## config.mk

```make
export PLATFORM = sky130hd
export DESIGN_NAME = branch_resolve_unit
export DESIGN_NICKNAME = d
export VERILOG_FILES = /design/src/rtl/branch_resolve_unit_pkg.sv /design/src/rtl/branch_resolve_unit_fifo.sv /design/src/rtl/branch_resolve_unit.sv
export SDC_FILE = /design/constraint.sdc
export NUM_CORES = 1
export LEC_CHECK = 0
export CORE_MARGIN = 2
export CORE_UTILIZATION = 29
export DETAILED_ROUTE_END_ITERATION = 8
export PLACE_DENSITY = 0.59
export SLEW_MARGIN = 40
export SYNTH_ARGS = -nofsm -noshare
export SYNTH_HDL_FRONTEND = slang
export SYNTH_SLANG_ARGS = --single-unit
```

## constraint.sdc

```tcl
create_clock -name clk -period 19.65 [get_ports clk]
set_input_delay 5.895 -clock clk [delete_from_list [all_inputs] [get_ports clk]]
set_output_delay 5.895 -clock clk [all_outputs]
set_load 0.01 [all_outputs]
```

## src/rtl/branch_resolve_unit_pkg.sv

```systemverilog
// Shared RV32I branch types: op encoding, resolved-result record and the
// direction evaluation used by the branch resolve unit.
package rv32i_types;

  localparam int RV_XLEN   = 32;
  localparam int RV_TAG_W  = 5;
  localparam int RV_PREG_W = 6;

  typedef enum logic [2:0] {
    BR_BEQ, BR_BNE, BR_BLT, BR_BGE, BR_BLTU, BR_BGEU, BR_JAL, BR_JALR
  } br_op_t;

  typedef struct packed {
    logic [RV_TAG_W-1:0]  rob_tag;
    logic [RV_PREG_W-1:0] pd;
    logic                 rd_we;
    logic [RV_XLEN-1:0]   link;
    logic                 taken;
    logic [RV_XLEN-1:0]   target;
    logic                 mispredict;
    logic [RV_XLEN-1:0]   redirect_pc;
    logic                 misaligned;
    logic [RV_XLEN-1:0]   rs1;
    logic [RV_XLEN-1:0]   rs2;
  } br_result_t;

  function automatic logic br_taken(input br_op_t op,
                                    input logic [RV_XLEN-1:0] a,
                                    input logic [RV_XLEN-1:0] b);
    case (op)
      BR_BEQ:  return a == b;
      BR_BNE:  return a != b;
      BR_BLT:  return $signed(a) <  $signed(b);
      BR_BGE:  return $signed(a) >= $signed(b);
      BR_BLTU: return a <  b;
      BR_BGEU: return a >= b;
      default: return 1'b1;  // JAL / JALR are unconditional
    endcase
  endfunction

endpackage

```

## src/rtl/branch_resolve_unit_fifo.sv

```systemverilog
// Circular result buffer between branch resolution and the CDB arbiter.
// Reads as all-zero when empty so the head port has a defined idle value.
module br_result_fifo
  import rv32i_types::*;
#(
  parameter int DEPTH = 2
) (
  input  logic                         clk,
  input  logic                         rst,
  input  logic                         flush,
  input  logic                         push,
  input  br_result_t                   push_data,
  input  logic                         pop,
  output br_result_t                   head,
  output logic [$clog2(DEPTH+1)-1:0]   count
);

  localparam int PTR_W = (DEPTH > 1) ? $clog2(DEPTH) : 1;
  localparam int CW    = $clog2(DEPTH + 1);

  br_result_t       mem [DEPTH];
  logic [PTR_W-1:0] wr_ptr, rd_ptr;
  logic             do_push, do_pop;

  function automatic logic [PTR_W-1:0] ptr_inc(input logic [PTR_W-1:0] p);
    return (p == PTR_W'(DEPTH - 1)) ? '0 : p + PTR_W'(1);
  endfunction

  assign do_push = push && !flush && (count != CW'(DEPTH));
  assign do_pop  = pop && (count != '0);

  // NOTE: sequential state uses <= so every register samples pre-edge values.
  always_ff @(posedge clk) begin
    if (rst || flush) begin
      wr_ptr <= '0;
      rd_ptr <= '0;
      count  <= '0;
    end else begin
      if (do_push) wr_ptr <= ptr_inc(wr_ptr);
      if (do_pop)  rd_ptr <= ptr_inc(rd_ptr);
      case ({do_push, do_pop})
        2'b10:   count <= count + CW'(1);
        2'b01:   count <= count - CW'(1);
        default: count <= count;
      endcase
    end
  end

  // NOTE: storage is not reset; validity lives in count, and head is masked when empty.
  always_ff @(posedge clk) begin
    if (do_push && !rst) mem[wr_ptr] <= push_data;
  end

  assign head = (count != '0) ? mem[rd_ptr] : '0;

endmodule

```

## src/rtl/branch_resolve_unit.sv

```systemverilog
// Branch/jump resolution: S1 operand register, resolve logic, result FIFO,
// predictor-update pulse and saturating branch/mispredict counters.
module branch_resolve_unit
  import rv32i_types::*;
#(
  parameter int XLEN      = RV_XLEN,
  parameter int TAG_W     = RV_TAG_W,
  parameter int PREG_W    = RV_PREG_W,
  parameter int OUT_DEPTH = 2,
  parameter int CNT_W     = 32
) (
  input  logic              clk,
  input  logic              rst,
  input  logic              flush,
  input  logic              in_valid,
  output logic              in_ready,
  input  br_op_t            in_op,
  input  logic [XLEN-1:0]   in_pc,
  input  logic [XLEN-1:0]   in_imm,
  input  logic [XLEN-1:0]   in_rs1,
  input  logic [XLEN-1:0]   in_rs2,
  input  logic              in_pred_taken,
  input  logic [XLEN-1:0]   in_pred_target,
  input  logic [TAG_W-1:0]  in_rob_tag,
  input  logic [PREG_W-1:0] in_pd,
  output logic              out_valid,
  input  logic              out_ready,
  output br_result_t        out_entry,
  output logic              upd_valid,
  output logic [XLEN-1:0]   upd_pc,
  output logic [XLEN-1:0]   upd_target,
  output logic              upd_taken,
  output logic              upd_is_cond,
  output logic [CNT_W-1:0]  perf_branches,
  output logic [CNT_W-1:0]  perf_mispredicts
);

  localparam int FCNT_W = $clog2(OUT_DEPTH + 1);

  logic              s1_valid;
  br_op_t            s1_op;
  logic [XLEN-1:0]   s1_pc, s1_imm, s1_rs1, s1_rs2, s1_pred_target;
  logic              s1_pred_taken;
  logic [TAG_W-1:0]  s1_rob_tag;
  logic [PREG_W-1:0] s1_pd;

  logic [FCNT_W-1:0] fifo_count;
  logic              accept, push, pop, is_cond;
  br_result_t        res;

  // Credit check counts the op in S1 so a push never finds the FIFO full.
  assign in_ready  = (32'(fifo_count) + 32'(s1_valid)) < 32'(OUT_DEPTH);
  assign accept    = in_valid && in_ready && !flush;
  assign push      = s1_valid && !flush;
  assign out_valid = (fifo_count != '0);
  assign pop       = out_valid && out_ready;

  always_ff @(posedge clk) begin
    if (rst || flush) s1_valid <= 1'b0;
    else              s1_valid <= accept;
  end

  always_ff @(posedge clk) begin
    if (accept) begin
      s1_op          <= in_op;
      s1_pc          <= in_pc;
      s1_imm         <= in_imm;
      s1_rs1         <= in_rs1;
      s1_rs2         <= in_rs2;
      s1_pred_taken  <= in_pred_taken;
      s1_pred_target <= in_pred_target;
      s1_rob_tag     <= in_rob_tag;
      s1_pd          <= in_pd;
    end
  end

  // NOTE: every always_comb output is defaulted first so no path infers a latch.
  always_comb begin
    res             = '0;
    is_cond         = !(s1_op inside {BR_JAL, BR_JALR});
    res.rob_tag     = s1_rob_tag;
    res.pd          = s1_pd;
    res.rs1         = s1_rs1;
    res.rs2         = s1_rs2;
    res.taken       = br_taken(s1_op, s1_rs1, s1_rs2);
    res.target      = (s1_op == BR_JALR) ? ((s1_rs1 + s1_imm) & ~XLEN'(1))
                                         : (s1_pc + s1_imm);
    if (!is_cond) begin
      res.rd_we = 1'b1;
      res.link  = s1_pc + XLEN'(4);
    end
    res.mispredict  = (res.taken != s1_pred_taken) ||
                      (res.taken && (res.target != s1_pred_target));
    res.redirect_pc = res.taken ? res.target : (s1_pc + XLEN'(4));
    res.misaligned  = res.taken && res.target[1];
  end

  br_result_fifo #(.DEPTH(OUT_DEPTH)) u_fifo (
    .clk       (clk),
    .rst       (rst),
    .flush     (flush),
    .push      (push),
    .push_data (res),
    .pop       (pop),
    .head      (out_entry),
    .count     (fifo_count)
  );

  always_ff @(posedge clk) begin
    if (rst) begin
      upd_valid   <= 1'b0;
      upd_pc      <= '0;
      upd_target  <= '0;
      upd_taken   <= 1'b0;
      upd_is_cond <= 1'b0;
    end else begin
      upd_valid <= push && !res.misaligned;
      if (push) begin
        upd_pc      <= s1_pc;
        upd_target  <= res.target;
        upd_taken   <= res.taken;
        upd_is_cond <= is_cond;
      end
    end
  end

  // Counters ignore flush; killed ops never reach push.
  always_ff @(posedge clk) begin
    if (rst) begin
      perf_branches    <= '0;
      perf_mispredicts <= '0;
    end else if (push) begin
      if (perf_branches != '1) perf_branches <= perf_branches + CNT_W'(1);
      if (res.mispredict && (perf_mispredicts != '1))
        perf_mispredicts <= perf_mispredicts + CNT_W'(1);
    end
  end

endmodule

```

; ---- Yosys cells after proc, flatten, opt, wreduce, memory -nomap -nowiden
; Memories as Yosys holds them, arrays and structs flattened. A register that Yosys moved wholly into a read port is not among the register bits.
; Cells that the tools add are included.
[word_totals]
regBits = 311
ram_bits = 350
out_inout_bits = 308
elab_cells = 88
mem_count = 1
[op_classes]
addsub = 10
n_lt_le_gt_ge = 5
eq_ne = 16
n_mux = 12
n_reduce_logical = 24
[memory_table]
columns = name, words, word_bits, read_ports, rd_ports_with_merged_regs, wr, line_no
row1 = u_fifo.mem, 2, 175, 1, 1, 1, branch_resolve_unit_fifo.sv:21  ; br_result_t mem [DEPTH];
[ops]
columns = op, n
row1 = $mux W175, 1
row2 = $add A32 B1 Y32 const B, 2
row3 = $add A32 B32 Y32, 2
row4 = $ge A32 B32 Y1, 2
row5 = $lt A32 B32 Y1, 2
row6 = $mux W32, 2
row7 = $ne A32 B32 Y1, 2
row8 = $ne A32 B32 Y1 const B, 2
row9 = $mux W33, 1
row10 = $add A32 B3 Y32 const B, 1
row11 = $eq A32 B32 Y1, 1
row12 = $eq A3 B3 Y1 const B, 4
row13 = $logic_and A1 B1 Y1, 12
row14 = $eq A3 B2 Y1 const B, 2
row15 = $mux W1, 6
row16 = $pmux W1 S6, 1
row17 = $reduce_bool A2 Y1, 3
row18 = $logic_not A1 Y1, 4
row19 = $pmux W2 S2, 1
row20 = $reduce_and A2 Y1, 2
row21 = $add A2 B1 Y3, 1
row22 = $eq A3 B1 Y1 const B, 1
row23 = $logic_not A3 Y1, 1
row24 = $lt A3 B2 Y1 const B, 1
row25 = 8 further kinds, 10

; ---- Longest topological paths before layout
; Gate-level depths: netlist (run 1).
[depth]
word_depth = 7
mapped_depth = 18
ltp_nobuf = 14

; ---- Hierarchy
; Synthesis (run 1) repeated with hierarchy kept, for this count alone.
[unflattened]
cells_unflattened = 2729
area_unflattened_um2 = 31348.8
[by_module_without_submodules]
columns = mod, n_inst, cells_per_inst, area_per_inst_um2, seq_area_each_um2
row1 = branch_resolve_unit, 1, 1960, 17956.0, 7897.6
row2 = br_result_fifo, 1, 769, 13392.8, 10610.2

; ---- Worst setup path after synthesis (run 1)
; OpenSTA, ideal clock, no wires.
[synth_path]
path_kind = in2reg
from = input rst
to = memory u_fifo.mem[1][0] in the netlist's numbering (enable)
setup_ns = 0.960
t_arrival_ns = 19.201
required_time_ns = 18.690
path_slack_ns = -0.511
path_stages = 4
path_buffers = 3
path_cell_list = clkbuf_1 > clkbuf_1 > buf_1 > nor3b_1
[synth_between]
elab_chain_len = 4
[synth_rtl]
columns = item, line_no
row1 = "start, declared", branch_resolve_unit.sv:13  ; input logic rst,
row2 = $logic_not A1 Y1, branch_resolve_unit_fifo.sv:51  ; if (do_push && !rst) mem[wr_ptr] <= push_data;
row3 = $logic_and A1 B1 Y1, branch_resolve_unit_fifo.sv:51
row4 = $mux W1, branch_resolve_unit_fifo.sv:51
row5 = $mux W1 (implied by the code), branch_resolve_unit_fifo.sv:51
row6 = "end, declared", branch_resolve_unit_fifo.sv:21
; Every way passes these cells.

==> qor.yml, run 1 <==
logic_synthesis:
  synthAdderAreaFrac: 0.0402
  synth-xor-area-share: 0.0376
  synthArstFlopShare: 0
  synth_seq_cells: 662
  muxShareOfSynthArea: 0.0727
  ys_warn_count: 0
  synth_top_area_frac: 0.505
  synth-simple-area-share: 0.137
  yosys.area.top_type: "edfxtp_1"
  syn_area_per_cell_um2: 11.6
  synth_cells: 2685
  synth_edf_count: 525
  yosysSeqAreaShare: 0.593
  synthesis.area_mm2: 0.0312
  synth_ff_type: "edfxtp_1"
  synth_top_family_by_area: "simple AND/OR/NAND/NOR gates"
  synth-compound-area-share: 0.0925
  ys_top_cells_by_area: "edfxtp_1 50%, dfxtp_1 8.8%, mux2i_1 6.8%"
  syn_nets: 2964
  yosys.cell_types.count: 85
setup_path:
  reg2reg_depth: 14
  path_max_fanout: 65
  required_ps: 13750
  cp-start-kind: "register"
  end_kind: "primary output"
  criticalPathCategory: "register to primary output"
  crit_arrival_ps: 3810
global_route:
  grt-ovfl-total: 0
  antenna_found_initial: 18
  grt_pass1_wl_mm: 154
  grt_usage: 0.190
  busiest_layer: "met2"
  first_global_vias: 22200
  grt.met3_usage: 0.0467
  grt_start_max_net_pins: 143
  grt.met1_usage: 0.232
  gr-usage-met2: 0.324
cts:
  cts_tree: "built"
  clock_latency_ps: 650
  cts.path.max_buffers: 3
  h-tree-depth: 3
  cts_inserted_buffers: 77
  cts_setup_buffers: 0
  cts_resized: 0
  numClockSinks: 662
  clkTransAtPathRegs_ps: 60
  cts_root_buf: "clkbuf_16"
  cts_hold_buf: 0
floorplanning:
  pin_count: 488
  die-area_mm2: 0.110
  initial_core_util: 0.292
  die_w_um: 332
  core_region_area_mm2: 0.107
  die_h_um: 332
  num_rows: 120
placed_design:
  dpl.hpwl_mm: 79.0
  dp.cells: 4460
  place_congestion: 0.882
  portBuffers: 487
timing:
  worstMarginPinSlew_ps: 871
  fmax_ghz: 0.103
  fin_worst_skew_ps: 35.6
  slew_headroom: 0.419
  final-hold-violation-count: 0
  fin_crit_ps: 9700
  setup_violations: 0
  drv_slew: 0
  rsz0062_at_grt: "no"
  finalCritPeriodShare: 0.494
  tns_ps: 0
outcome:
  status: "completed"
min_path:
  min_path_type: "register to register"
  min_delay_path_depth: 0
route:
  wire_per_inst_um: 23.4
  ant_nets: 0
  dr.pass1.iters: 5
  initialDrtViolationCount: 1762
  drcViolationCount: 0
  vias_per_cell: 4.94
  wl_mm: 108
  vias: 22700
final_layout:
  final_core_util: 0.375
  layout.cells.non_filler: 4603
  syn_to_final_growth_pct: 28.4
  nets: 3417
  drive_gt1_frac: 0.0595
power_and_ir_drop:
  power_per_cell_area_mw_per_mm2: 81.3
  vdd_drop_max_v: 0.0000621
  finalPower_mw: 3.26
  power_leakage_nw: 13.4
run:
  maxCapViolCount: 0
## report_power, final
| part | total (mW) | internal [mW] | switching [mW] |
|---|---|---|---|
| Clock | 1.36 | 0.770 | 0.586 |
| Sequential | 1.57 | 1.55 | 0.0273 |
| Combinational | 0.331 | 0.131 | 0.200 |
## placed cells by master, fill, tap and decap left out, types with 14 or more instances in the layout
cell type / count
nor2_1: 366
and2_1: 17
ha_1: 97
clkinv_2: 14
nand3_1: 64
xor2_1: 66
or3_1: 19
a211oi_1: 40
nand4_1: 44
xnor2_1: 55
nor3_1: 39
o211ai_1: 17
dfxtp_1: 136
nand2b_1: 19
nor2b_1: 19
and3_1: 29
mux2i_1: 210
edfxtp_1: 525
nand2_1: 203
clkbuf_1: 18
clkdlybuf4s50_1: 486
o21ai_0: 64
inv_1: 79
buf_4: 16
a21oi_1: 151
o31ai_1: 24
a21o_1: 24
clkbuf_16: 79
and4_1: 15
or4_1: 22
## synthesized netlist by cell type (21+ instances only)
library cell / count
ha_1: 97
nor2_1: 367
o31ai_1: 25
xnor2_1: 55
xor2_1: 66
mux2i_1: 211
clkbuf_1: 94
a211oi_1: 40
a21oi_1: 154
and3_1: 30
or4_1: 22
nand2b_1: 21
o21ai_0: 67
nand3_1: 65
nand4_1: 44
edfxtp_1: 525
nand2_1: 203
nor3_1: 40
dfxtp_1: 137
inv_1: 79
a21o_1: 24
buf_1: 29
## final timing paths
kind         slack (ps)                 from                                 to
max                9950             register                     out_entry[135]
min                 440   s1_pd[5]$_DFFE_PP_       u_fifo.mem[0][169]$_DFFE_PP_
max reg2reg       14170  s1_pc[15]$_DFFE_PP_  perf_mispredicts[24]$_SDFFE_PP0P_
min reg2reg         440   s1_pd[5]$_DFFE_PP_       u_fifo.mem[0][169]$_DFFE_PP_
## cell type report
type,instances,area [um^2]
antenna,5,12.5
timing repair buffer,516,5190
multi-input combinational,1801,12000
fill,10500,66800
tap,1403,1760
inverter,80,300
clock buffer,101,2100
sequential,662,18500
clock inverter,35,263
## critical path: stages, from the launching register on
cell and delay [ps]:
dfxtp_4 800, buf_4 680, buf_6 630, mux2i_1 180
nor2_1 140, clkdlybuf4s50_1 550
## sequential cells by signal, indices dropped and copies added, names as in the netlist, 2 cells and up, named ones only
| signal | flops |
|---|---|
| u_fifo.mem | 350 |
| perf_branches | 32 |
| perf_mispredicts | 32 |
| s1_imm | 32 |
| s1_pc | 32 |
| s1_pred_target | 32 |
| s1_rs1 | 32 |
| s1_rs2 | 32 |
| upd_pc | 32 |
| upd_target | 32 |
| s1_pd | 6 |
| s1_rob_tag | 5 |
| s1_op | 3 |
| u_fifo.count | 2 |
## routing by layer
| metal | vias to the layer above | share of wire | wire length, um |
|---|---|---|---|
| met4 | 26 | 0.035 | 3820 |
| met1 | 11100 | 0.41 | 44200 |
| li1 | 10800 | - | - |
| met5 | - | 0.0015 | 159 |
| met2 | 628 | 0.49 | 52700 |
| met3 | 173 | 0.063 | 6770 |
## logic make-up (layout without fill, tap and decap cells)
logic type               Yosys count  after routing
buffers and inverters            222            732
XOR/XNOR                         126            126
multiplexers                     225            225
flip-flops                       662            662
other                              0              5
AO/OA/AOI/OAI                    441            441
adder cells (fa/ha/maj)           99             99
AND/OR/NAND/NOR                  910            910
## stage by stage
stage / hold slack [ps] / setup WS [ps] / cell area [um^2]
CTS: 444 / 9880 / 40000
global placement: 424 / 10080 / 37600
global route: 455 / 9750 / 40100
finish: 444 / 9950 / 40100
detailed placement: 430 / 10460 / 37700
floorplan: 421 / 310 / 31200
(Power assumes the default switching activity.)
==> inputs of run 2 (changes only) <==
clock period = 8 ns   (was 19.65 ns; I/O delays follow)
==> qor.yml, run 2 (synthesis results as in run 1) <==
route:
  wire_per_inst_um: 23.2  # was 23.4 um
  dr.pass1.iters: 5  # unchanged
  ant_nets: 0  # unchanged
  vias_per_cell: 4.96  # was 4.94
  wl_mm: 107  # was 108 mm
  drcViolationCount: 0  # unchanged
  initialDrtViolationCount: 1648  # was 1762
  vias: 22900  # was 22.7k
setup_path:
  slowest_stage: "dfxtp_4"  # unchanged
  path_max_fanout: 75  # was 65
  criticalPathCategory: "register to primary output"  # unchanged
  worst-path-buf-inv: 2  # was 3
  path_cells: "buf_12 > mux2i_1 > nor2_1 > clkdlybuf4s50_1"  # was buf_4 > buf_6 > mux2i_1 > nor2_1 > clkdlybuf4s50_1
  cp_slowest_stage_delay_ps: 620  # was 800 ps
  crit_arrival_ps: 2910  # was 3810 ps
  crit_family: "buffers and inverters"  # unchanged
  end_kind: "primary output"  # unchanged
  required_ps: 5600  # was 13750 ps
  cp-start-kind: "register"  # unchanged
timing:
  fin_hold_ws_ps: 444  # about the same
  rsz0062_at_grt: "no"  # unchanged
  finalCritPeriodShare: 0.664
  slew_headroom: 0.433  # was 0.419
  fmax_ghz: 0.188
  fin_crit_ps: 5310
  setup_violations: 0  # unchanged
  worstMarginPinSlew_ps: 827  # was 871 ps
  drv_slew: 0  # unchanged
  fin_worst_skew_ps: 37.2  # was 35.6 ps
  final-hold-violation-count: 0  # unchanged
cts:
  cts_resized: 0  # unchanged
  cts.path.max_buffers: 3  # unchanged
  numClockSinks: 662  # unchanged
  cts_tree: "built"  # unchanged
  clock_latency_ps: 660  # was 650 ps
  h-tree-depth: 3  # unchanged
  cts_setup_buffers: 0  # unchanged
  cts_inserted_buffers: 77  # unchanged
  cts_root_buf: "clkbuf_16"  # unchanged
  clkTransAtPathRegs_ps: 60  # about the same
  cts_hold_buf: 0  # unchanged
final_layout:
  syn_to_final_growth_pct: 28.9  # was 28.4%
  final_core_util: 0.376  # was 0.375
  nets: 3422  # was 3417
  layout_commonest_cell: "edfxtp_1"  # unchanged
  fillers: 10400  # was 10.5k
  layout_common_cells: "525 x edfxtp_1, 486 x clkdlybuf4s50_1, 366 x nor2_1"  # unchanged
  drive_gt1_frac: 0.0608  # was 0.0595
  largest_reg_flops: 350  # unchanged
  largest_register: "u_fifo.mem"  # unchanged
floorplanning:
  initial_core_util: 0.292  # unchanged
  die-area_mm2: 0.110  # unchanged
  core_region_area_mm2: 0.107  # unchanged
  pin_count: 488  # unchanged
  num_rows: 120  # unchanged
  die_w_um: 332  # unchanged
  die_h_um: 332  # unchanged
placed_design:
  dpl.hpwl_mm: 78.9  # was 79.0 mm
  place_congestion: 0.890  # was 0.882
  portBuffers: 487  # unchanged
global_route:
  grt_pass1_wl_mm: 153  # was 154 mm
  grt_start_max_net_pins: 95  # was 143
  grt-ovfl-total: 0  # unchanged
  antenna_found_initial: 13  # was 18
  grt_usage: 0.188  # was 0.190
  first_global_vias: 21900  # was 22.2k
run:
  maxCapViolCount: 0  # unchanged
power_and_ir_drop:
  vdd_drop_max_v: 0.000149  # was 0.0000621 V
  power_leakage_nw: 13.5  # was 13.4 nW
  power_per_cell_area_mw_per_mm2: 202  # was 81.3 mW/mm^2
min_path:
  min_path_type: "register to register"  # unchanged
outcome:
  status: "completed"  # unchanged
## run 2: changes by cell type in the layout (fill, tap and decap cells not counted), moves of 2 or more
| cell | change |
|---|---|
| clkinv_4 | -3 |
| buf_4 | +6 |
| clkinv_1 | +5 |
| a2111oi_1 | -2 |
| nor4_2 | -2 |
| clkinv_2 | -2 |
| a2111oi_0 | +2 |
| buf_12 | +4 |
| nor4_1 | +2 |
| clkbuf_4 | +2 |
| buf_6 | -4 |
| bufinv_16 | +2 |
| o21ai_1 | -2 |
## run 2: path summary, 6_finish.rpt
| check | start | endpoint | slack [ps] | depth (start not counted) |
|---|---|---|---|---|
| min reg2reg | s1_rob_tag[3]$_DFFE_PP_ | u_fifo.mem[0][173]$_DFFE_PP_ | 440 | 0 |
| min | s1_rob_tag[3]$_DFFE_PP_ | u_fifo.mem[0][173]$_DFFE_PP_ | 440 | 0 |
| max reg2reg | s1_pc[0]$_DFFE_PP_ | perf_mispredicts[12]$_SDFFE_PP0P_ | 2760 | 15 |
| max | register | out_entry[165] | 2690 | 4 |
## run 2: through the flow
step | std cells | setup TNS (ps) | worst slack [ps] | area, um^2 | power [mW]
after CTS | 4608 | 0 | 2600 | 40200 | 8.20
after global routing | 4614 | 0 | 2470 | 40200 | 8.39
after floorplan | 2685 | -4310 | -24.6 | 31200 | 4.35
after detailed placement | 4467 | 0 | 2290 | 37800 | 4.74
after global placement | 4463 | 0 | 2070 | 37700 | 4.73
final | 4614 | 0 | 2690 | 40200 | 8.11
## run 2: power by group
| group | switching (mW) | internal [mW] | total [mW] |
|---|---|---|---|
| logic | 0.490 | 0.321 | 0.811 |
| registers | 0.0660 | 3.80 | 3.86 |
| clock network | 1.46 | 1.97 | 3.44 |
## run 2: final cells by class
cell class | instances | area (um^2) | share of cell area
repair buffers | 521 | 5250 | 0.130
well taps | 1403 | 1760 | 0.0436
clock inverters | 38 | 347 | 0.00861
inverters | 80 | 300 | 0.00746
multi-input cells | 1801 | 11900 | 0.297
diodes | 6 | 15.0 | 0.000373
flip-flops and latches | 662 | 18500 | 0.460
clock buffers | 103 | 2110 | 0.0525
## run 2: per-layer routing
| metal | routed length (um) | vias up | track usage |
|---|---|---|---|
| met1 | 45300 | 11300 | 0.237 |
| met2 | 52500 | 622 | 0.320 |
| met4 | 3360 | 12 | 0.0632 |
| li1 | - | 10800 | - |
| met3 | 5880 | 142 | 0.0408 |
| met5 | 76 | - | 0 |
